==> src/rtl/tdm_pkg.sv <==
// Shared definitions for the TDM link: state encoding, default frame geometry
// and the slot-index width helper used by both mux and demux sides.
package tdm_pkg;

    typedef enum logic {
        HUNT   = 1'b0,
        LOCKED = 1'b1
    } tdm_state_t;

    localparam int TDM_N_CH = 4;
    localparam int TDM_W    = 8;

    // Never returns 0, so a slot bus is always at least one bit wide
    function automatic int slotWidth(input int nCh);
        return (nCh <= 2) ? 1 : $clog2(nCh);
    endfunction

endpackage

==> src/rtl/tdm_demux_rx_if.sv <==
// Bundle of the TDM receive link: serial sample input side and parallel frame output side.
interface tdm_demux_rx_if #(
    parameter int N_CH = tdm_pkg::TDM_N_CH,
    parameter int W    = tdm_pkg::TDM_W
);
    localparam int SW = tdm_pkg::slotWidth(N_CH);

    logic [W-1:0]      din;
    logic              din_valid;
    logic              frame_sync;
    logic [N_CH*W-1:0] ch_out;
    logic              frame_valid;
    logic              locked;
    logic [SW-1:0]     slot;
    logic              sync_err;

    modport master (
        output din, din_valid, frame_sync,
        input  ch_out, frame_valid, locked, slot, sync_err
    );

    modport slave (
        input  din, din_valid, frame_sync,
        output ch_out, frame_valid, locked, slot, sync_err
    );

endinterface

==> src/rtl/tdm_slot_counter.sv <==
// Modulo-N_CH slot position counter; clear wins over load-to-1, which wins over increment.
module tdm_slot_counter
    import tdm_pkg::*;
#(
    parameter int N_CH = TDM_N_CH,
    parameter int SW   = slotWidth(N_CH)
) (
    input  logic          clk,
    input  logic          rst,
    input  logic          i_clear,
    input  logic          i_load1,
    input  logic          i_inc,
    output logic [SW-1:0] o_slot,
    output logic          o_last
);

    logic [SW-1:0] r_slot;

    assign o_slot = r_slot;
    assign o_last = (r_slot == SW'(N_CH - 1));

    // Explicit wrap on the last slot keeps non-power-of-2 channel counts correct
    always_ff @(posedge clk or posedge rst) begin
        if (rst) begin
            r_slot <= '0;
        end else if (i_clear) begin
            r_slot <= '0;
        end else if (i_load1) begin
            r_slot <= SW'(1);
        end else if (i_inc) begin
            r_slot <= o_last ? '0 : r_slot + SW'(1);
        end
    end

endmodule

==> src/rtl/tdm_demux_rx.sv <==
// TDM receiver: tracks slot alignment from frame_sync, assembles N_CH samples per frame
// and publishes each complete frame on a registered bus with a one-cycle strobe.
module tdm_demux_rx
    import tdm_pkg::*;
#(
    parameter int N_CH = TDM_N_CH,
    parameter int W    = TDM_W
) (
    input  logic          clk,
    input  logic          rst,
    tdm_demux_rx_if.slave bus
);

    localparam int SW = slotWidth(N_CH);

    tdm_state_t        r_state;
    logic              r_locked;
    logic [W-1:0]      r_shadow [N_CH];
    logic [N_CH*W-1:0] r_chOut;
    logic              r_frameValid;
    logic              r_syncErr;

    logic [SW-1:0]     w_slot;
    logic              w_last;
    logic              w_clear;
    logic              w_load1;
    logic              w_inc;
    logic              w_emit;
    logic              w_err;
    tdm_state_t        w_nextState;
    logic [N_CH*W-1:0] w_frame;

    tdm_slot_counter #(
        .N_CH (N_CH),
        .SW   (SW)
    ) u_slotCounter (
        .clk     (clk),
        .rst     (rst),
        .i_clear (w_clear),
        .i_load1 (w_load1),
        .i_inc   (w_inc),
        .o_slot  (w_slot),
        .o_last  (w_last)
    );

    // Any sync beat restarts a frame at slot 0; a missing sync at slot 0 drops lock
    always_comb begin
        w_clear     = 1'b0;
        w_load1     = 1'b0;
        w_inc       = 1'b0;
        w_emit      = 1'b0;
        w_err       = 1'b0;
        w_nextState = r_state;
        if (bus.din_valid) begin
            if (r_state == HUNT) begin
                if (bus.frame_sync) begin
                    w_load1     = 1'b1;
                    w_nextState = LOCKED;
                end
            end else if (w_slot == '0) begin
                if (bus.frame_sync) begin
                    w_load1 = 1'b1;
                end else begin
                    w_clear     = 1'b1;
                    w_err       = 1'b1;
                    w_nextState = HUNT;
                end
            end else if (bus.frame_sync) begin
                w_load1 = 1'b1;
                w_err   = 1'b1;
            end else begin
                w_inc  = 1'b1;
                w_emit = w_last;
            end
        end
    end

    always_comb begin
        w_frame = '0;
        for (int k = 0; k < N_CH - 1; k++) begin
            w_frame[k*W +: W] = r_shadow[k];
        end
        w_frame[(N_CH-1)*W +: W] = bus.din;
    end

    // The final sample bypasses the shadow so the frame emits on its own beat
    always_ff @(posedge clk or posedge rst) begin
        if (rst) begin
            for (int k = 0; k < N_CH; k++) begin
                r_shadow[k] <= '0;
            end
        end else if (w_load1) begin
            r_shadow[0] <= bus.din;
        end else if (w_inc) begin
            r_shadow[w_slot] <= bus.din;
        end
    end

    always_ff @(posedge clk or posedge rst) begin
        if (rst) begin
            r_state      <= HUNT;
            r_locked     <= 1'b0;
            r_chOut      <= '0;
            r_frameValid <= 1'b0;
            r_syncErr    <= 1'b0;
        end else begin
            r_state      <= w_nextState;
            r_locked     <= (w_nextState == LOCKED);
            r_frameValid <= w_emit;
            r_syncErr    <= w_err;
            if (w_emit) begin
                r_chOut <= w_frame;
            end
        end
    end

    assign bus.ch_out      = r_chOut;
    assign bus.frame_valid = r_frameValid;
    assign bus.locked      = r_locked;
    assign bus.slot        = w_slot;
    assign bus.sync_err    = r_syncErr;

endmodule

==> src/flat_wrapper.sv <==
// flat-port wrapper written by rule: the top's interface ports become plain ports
module tdm_demux_rx_flat import tdm_pkg::*;
#(
    parameter int N_CH = TDM_N_CH,
    parameter int W    = TDM_W
)
  (clk, rst, bus_din, bus_din_valid, bus_frame_sync, bus_ch_out, bus_frame_valid, bus_locked, bus_slot, bus_sync_err);
  tdm_demux_rx_if #(.N_CH(N_CH), .W(W)) bus_i ();
  input  logic clk;
  input  logic rst;
  input wire logic [$bits(bus_i.din)-1:0] bus_din;
  input wire logic [$bits(bus_i.din_valid)-1:0] bus_din_valid;
  input wire logic [$bits(bus_i.frame_sync)-1:0] bus_frame_sync;
  output wire logic [$bits(bus_i.ch_out)-1:0] bus_ch_out;
  output wire logic [$bits(bus_i.frame_valid)-1:0] bus_frame_valid;
  output wire logic [$bits(bus_i.locked)-1:0] bus_locked;
  output wire logic [$bits(bus_i.slot)-1:0] bus_slot;
  output wire logic [$bits(bus_i.sync_err)-1:0] bus_sync_err;
  assign bus_i.din = bus_din;
  assign bus_i.din_valid = bus_din_valid;
  assign bus_i.frame_sync = bus_frame_sync;
  assign bus_ch_out = bus_i.ch_out;
  assign bus_frame_valid = bus_i.frame_valid;
  assign bus_locked = bus_i.locked;
  assign bus_slot = bus_i.slot;
  assign bus_sync_err = bus_i.sync_err;
  tdm_demux_rx #(.N_CH(N_CH), .W(W)) u_core (.clk(clk), .rst(rst), .bus(bus_i));
endmodule
==> config.mk <==
export PLATFORM = sky130hd
export DESIGN_NAME = tdm_demux_rx_flat
export DESIGN_NICKNAME = d
export VERILOG_FILES = /design/src/rtl/tdm_pkg.sv /design/src/rtl/tdm_demux_rx_if.sv /design/src/rtl/tdm_slot_counter.sv /design/src/rtl/tdm_demux_rx.sv /design/src/flat_wrapper.sv
export SDC_FILE = /design/constraint.sdc
export NUM_CORES = 1
export LEC_CHECK = 0
export BUFFER_PORTS_ARGS = -buffer_cell sky130_fd_sc_hd__buf_2
export CORE_ASPECT_RATIO = 1.4
export CORE_UTILIZATION = 48
export DETAILED_ROUTE_END_ITERATION = 8
export PLACE_DENSITY = 0.8
export SLEW_MARGIN = 20
export SYNTH_ARGS = -nofsm -noshare
export SYNTH_HDL_FRONTEND = slang
export SYNTH_HIERARCHICAL = 1
export SYNTH_SLANG_ARGS = --single-unit
==> constraint.sdc <==
create_clock -name clk -period 1.83 [get_ports clk]
set_clock_uncertainty 0.1 [all_clocks]
set_input_delay 0.2745 -clock clk [delete_from_list [all_inputs] [get_ports clk]]
set_output_delay 0.2745 -clock clk [all_outputs]
set_load 0.03 [all_outputs]
* Yosys cells after proc, flatten, opt, wreduce, memory -nomap -nowiden
Cells that the tools add are included.
Storage, ports and cells: logic and storage cells 47, RAM bits 0, bits of input ports 12, flip-flop bits (word level) 69, memories 0, bits in read-only memories 0, output and inout port bits 37, latch bits 0
Operators by class: equal/unequal tests 1, bitwise logic cells 2, reduce and logical (&&, ||, !) cells 5, shift-type cells 0, add/subtract/negate cells 1, div/mod/pow operators 0, mux-type cells 27, multipliers 0, order comparisons 2
Operator list (number):
- 32-bit bitwise mux | 1
- 32-bit 2-to-1 mux | 1
- 1-bit 2-to-1 mux | 18
- 8-bit demux with 2-bit select | 1
- 8-bit 2-to-1 mux | 2
- 2-bit 2-to-1 mux | 4
- 3-bit >= comparator (second input constant) | 1
- 3-bit by 1-bit < comparator with 1-bit output (second input constant) | 1
- 2-bit inverter with 3-bit output | 1
- 3-bit nonzero test | 1
- 2-bit by 1-bit adder with 2-bit output (second input constant) | 1
- 2-bit equality test (second input constant) | 1
- 2-bit zero test | 1
- 2-bit AND reduction | 1
- 2-bit nonzero test | 1
- 1-bit logical AND | 1
- 1-bit inverter | 1

* Depth between registers and ports, before layout
depth in word-level cells 8, gate-level depth with buffers 5

* Hierarchy
Netlist, hierarchy kept.
Modules (own cells, without submodules):
- tdm_demux_rx | instances 1, cells an instance 137, area an instance 2297.2 µm², seq. area each 1476.4 µm²
- tdm_slot_counter | instances 1, cells an instance 10, area an instance 106.4 µm², seq. area each 50.0 µm²

* Worst setup path before layout
No wires, ideal clock.
path kind flip-flop to flip-flop, from register u_core.u_slotCounter.r_slot[0] (netlist: u_core/u_slotCounter/o_slot[0]), to register u_core/r_shadow[10] (netlist bit), period minus slack after synthesis 2.144 ns, slack -0.314 ns, setup time 0.125 ns, path buffers 0, stages on the path, launching flop included 6, arrival 1.920 ns, path through dfrtp_1 -> or2_2 -> ha_1 -> nand4b_1 -> nor3b_2 -> mux2_2
On the way: word-level cells in the longest chain between the ends 6, elaborated cells between the ends (all ways) 12, those cells by class order compare (2); mux (6); bitwise (1); reduce/logical (3)
Ends and longest elaborated chain:
- start: declaration | RTL line tdm_slot_counter.sv:17 | logic [SW-1:0] r_slot;
- start signal: assignment | RTL line tdm_slot_counter.sv:31 | r_slot <= o_last ? '0 : r_slot + SW'(1);
- 2-bit inverter with 3-bit output (implied by the code) | RTL line tdm_demux_rx.sv:95 | r_shadow[w_slot] <= bus.din;
- 3-bit >= comparator (implied by the code) / 3-bit by 1-bit < comparator with 1-bit output (equally long branches) | RTL line tdm_demux_rx.sv:95
- 1-bit logical AND (implied by the code) | RTL line tdm_demux_rx.sv:95
- 8-bit 2-to-1 mux (implied by the code) | RTL line tdm_demux_rx.sv:95
- 8-bit demux with 2-bit select | RTL line tdm_demux_rx.sv:95
- 32-bit bitwise mux | RTL line tdm_demux_rx.sv:95
- end signal: indexed assignment | RTL line tdm_demux_rx.sv:95
- end: declaration | RTL line tdm_demux_rx.sv:18 | logic [W-1:0] r_shadow [N_CH];
Parallel ways exist; a longest one is shown, timed or not. A chain may end at the register's enable or synchronous reset.

* Final worst setup path
from register u_core.u_slotCounter.r_slot[0] (netlist: u_core/u_slotCounter/o_slot[0]), to register u_core/r_shadow[25] (netlist bit)
On the way: word-level cells in the longest chain between the ends 8, elaborated cells between the ends (all ways) 14, those cells by class order compare (2); mux (8); bitwise (1); reduce/logical (3)
Ends and longest elaborated chain:
- 2-bit inverter with 3-bit output (implied by the code) | RTL line tdm_demux_rx.sv:95
- 3-bit >= comparator (implied by the code) / 3-bit by 1-bit < comparator with 1-bit output (equally long branches) | RTL line tdm_demux_rx.sv:95
- 1-bit logical AND (implied by the code) | RTL line tdm_demux_rx.sv:95
- 8-bit 2-to-1 mux (implied by the code) | RTL line tdm_demux_rx.sv:95
- 8-bit demux with 2-bit select | RTL line tdm_demux_rx.sv:95
- 32-bit bitwise mux | RTL line tdm_demux_rx.sv:95
- 32-bit 2-to-1 mux | RTL line tdm_demux_rx.sv:94 | end else if (w_inc) begin
- 8-bit 2-to-1 mux | RTL line tdm_demux_rx.sv:92 | end else if (w_load1) begin
Parallel ways exist; a longest one is shown, timed or not. The select of a mux whose other input is x is not followed.

==> impl_results.md <==
- Outcome: completed
- DRT Pass-1 Iters: 4
- Post-DR vias/cell: 5.04
- Antenna violations before repair: 0
- Critical Path AT: 1.92 ns
- Post-synth cell types: 21
- Vias in the first global route: 1432
- Worst r2r path cells: 6
- Mapped Nets: 162
- Crit path kind: reg -> reg
- Layout area overhead: 38.2%
- First-pass GRT wire length: 7230 um
- Min cycle time layout: 1.81 ns
- Worst skew pair latency: 0.33 ns
- Leak pwr: 1.67 nW
- CP Max Fanout: 8
- # nets final: 233
- Mapped Area: 2400 um^2
- Area contributors post-synth: dfrtp_1 64%, mux2_2 26%, ha_1 1.6%, buf_6 1.4%, nor3b_2 1.0%
- Flop pwr share: 0.379
- Initial DRC count: 45
- Total track usage: 0.199
- Clock buffer count from CTS: 9
- Tcrit/Tclk final: 0.988
- Ports: 49
- Worst flop-to-flop path endpoint: u_core/r_shadow[25]
- Cell family with most CP delay: flip-flops
- Startpoint Class: register
- Setup tns final: 0 ns
- WP buf/inv: 1
- CP max-delay cell: dfrtp_2
- Min-Delay Endpoint: u_core/bus.ch_out[26]
- Die Span Y: 85.7 um
- Hold path depth: 2
- VDD IR max: 1.05 mV
- Post-route DRC violation count: 0
- Row cnt: 30
- Fin. Hold Viols: 0
- Seq/Total Area, Yosys: 0.635
- Max stage delay on crit path: 0.40 ns
- Worst R2R Start: u_core/u_slotCounter/o_slot[0]
- Grt peak-use layer: met2
- Clock sink total: 61
- Top cell type's share of synthesized area: 0.635
- Sw Ratio: 0.342
- Layout cells sized above 1: 0.655
- Cell count after synthesis: 147
- Placed cells: 265
- Initial Util: 0.496
- FILL cells: 327
- Req. time, crit path: 1.94 ns
- Final Setup Violations: 0
- Drt wl/cell: 16.9 um
- Reg2Reg Setup Slack: 0.02 ns
- Worst slew pin tran: 0.316 ns
- Met2 usage: 0.298
- Core area: 4840 um^2
- F_max: 553 MHz
- Max Cap Viol: 0
- Met3 Usage GRT: 0.0830
- Final Wtd Congestion: 0.751
- Pint: 3.81 mW
- YS warnings: 6
- Buffers on Ports: 48
- Power share of the combinational group: 0.368
- Total congestion overflow: 0
- Die area: 5300 um^2
- ANT nets after route: 0
- Worst min path class: in -> reg
- Share of total power in the clock network: 0.253
- Placed inst area: 2970 um^2
- Synth area leader: dfrtp_1
- CTS Root Cell: clkbuf_8
- Power per Cell Area: 1740 nW/um^2
- #FFs+latches synth: 61
- Critical path, cell by cell: or2_4 -> ha_4 -> nor4bb_1 -> o21ai_2 -> buf_12 -> mux2_2
- Met1 Resource Use GR: 0.253
- WHS: 0.125 ns
- RSZ-0062 raised after global routing: yes
- Fin cells: 287
- HPWL Detailed: 3170 um
- Rel. slew slack: 0.787
- CP Capture Type: register
- Pins Over Slew Limit: 0
- Net Switching: 1.98 mW
- Syn Area/Cell: 16.4 um^2
- Largest net degree at the start of global routing: 60
- Routed WL: 4860 um
- Post-route cell area: 3320 um^2
- H-tree depth: 3
- Highest-count cells in the layout ignoring fill and taps: 59 x dfrtp_1, 48 x buf_2, 33 x mux2_4
- CTS tree: built
- CTS clock-pin slew for the worst setup and hold paths: 0.07 ns
- Vias: 1446
- Deepest clock path buffer count: 2
- N_diodes: 0
- Die X: 61.8 um
- Worst hold start: bus_din[2]
- Commonest non-fill, non-tap cell in the layout: dfrtp_1
==> kinds of logic after synthesis <==
logic type	count (synthesis)	share of synthesized area
flops	61	0.635
mux	57	0.267
simple gates	16	0.0547
buf+inv	8	0.0219
fa+ha+maj	3	0.0156
compound gates	2	0.00625
==> registers in the layout (all words and copies together) (netlist names) <==
name and count:
u_core/r_shadow 24, u_core/bus.ch_out 32, u_core/u_slotCounter/o_slot 2, u_core/bus.sync_err 1, u_core/bus.frame_valid 1, u_core/bus.locked 1
==> Yosys cell counts, drive strengths merged <==
cell type and number:
nor2 2, and2 1, nor4bb 1, nor3 1, o21ai 1, nand4b 1
nand2b 1, mux2i 1, or2 1, buf 3, mux2 56, or3b 1
nand2 1, inv 5, and3 3, nor4b 1, nor3b 2, dfrtp 61
a31oi 1, ha 3
==> cell type report <==
cell class / instances / area (um^2) / area share
Clock buffer: 10 / 138 / 0.0414
Multi-Input combinational cell: 78 / 978 / 0.295
Timing Repair Buffer: 63 / 464 / 0.140
Inverter: 5 / 22.5 / 0.00678
Sequential cell: 61 / 1530 / 0.460
Clock inverter: 6 / 109 / 0.0328
Tap cell: 64 / 80.1 / 0.0241
==> per-layer routing <==
metal,part of all wire,routed length [um],vias up
li1,-,-,667
met1,0.43,2110,734
met2,0.51,2490,41
met3,0.041,201,4
met4,0.011,53,0
met5,0,0,-
==> worst reg2reg max path: cells and delay by family (launching register included) <==
kind                     cells  cell delay (ns)
buffers and inverters        1             0.14
adder cells (fa/ha/maj)      1             0.16
AO/OA/AOI/OAI                1             0.16
AND/OR/NAND/NOR              2             0.40
flip-flops                   1             0.40
multiplexers                 1             0.33
==> worst max-delay path by stage <==
stage / startpoint / end / slack [ns] / depth (start not counted)
finish: u_core/u_slotCounter/o_slot[0] / u_core/r_shadow[25] / 0.02 / 6
global route: u_core/u_slotCounter/o_slot[1] / u_core/r_shadow[8] / -0.02 / 7
CTS: u_core/u_slotCounter/o_slot[1] / u_core/bus.ch_out[18] / -0.009 / 5
detailed placement: bus_frame_sync / u_core/r_shadow[19] / -0.06 / 7
global placement: bus_frame_sync / u_core/r_shadow[21] / 0.006 / 7
floorplan: u_core/u_slotCounter/o_slot[0] / u_core/r_shadow[10] / -0.17 / 5
==> what timing repair did <==
item | CTS | global route
buffers inserted | 1 | 2
hold endpoints to repair | 61 | 0
endpoints found under the setup margin | 28 | 53
cloned | 0 | 2
gates resized for setup | 1 | 5
hold buffers | 1 | 0
pin swaps | 1 | 1
==> power groups by stage <==
stage	Sequential [mW]	Clock (mW)	Combinational [mW]
2_1_floorplan	2.83	0	0.845
3_3_place_gp	2.18	0	2.03
3_5_place_dp	2.21	0	2.08
4_1_cts	2.19	1.49	2.09
5_1_grt	2.26	1.56	2.26
6_report	2.19	1.46	2.13
==> per-stage QoR <==
stage	total power, mW	setup WS (ns)	util
6_report	5.78	0.0212	0.686
4_1_cts	5.77	-0.00936	0.668
3_5_place_dp	4.29	-0.0570	0.613
3_3_place_gp	4.21	0.00556	0.613
5_1_grt	6.09	-0.0172	0.686
2_1_floorplan	3.68	-0.170	-
No activity file was read; power rests on OpenSTA's default activity.
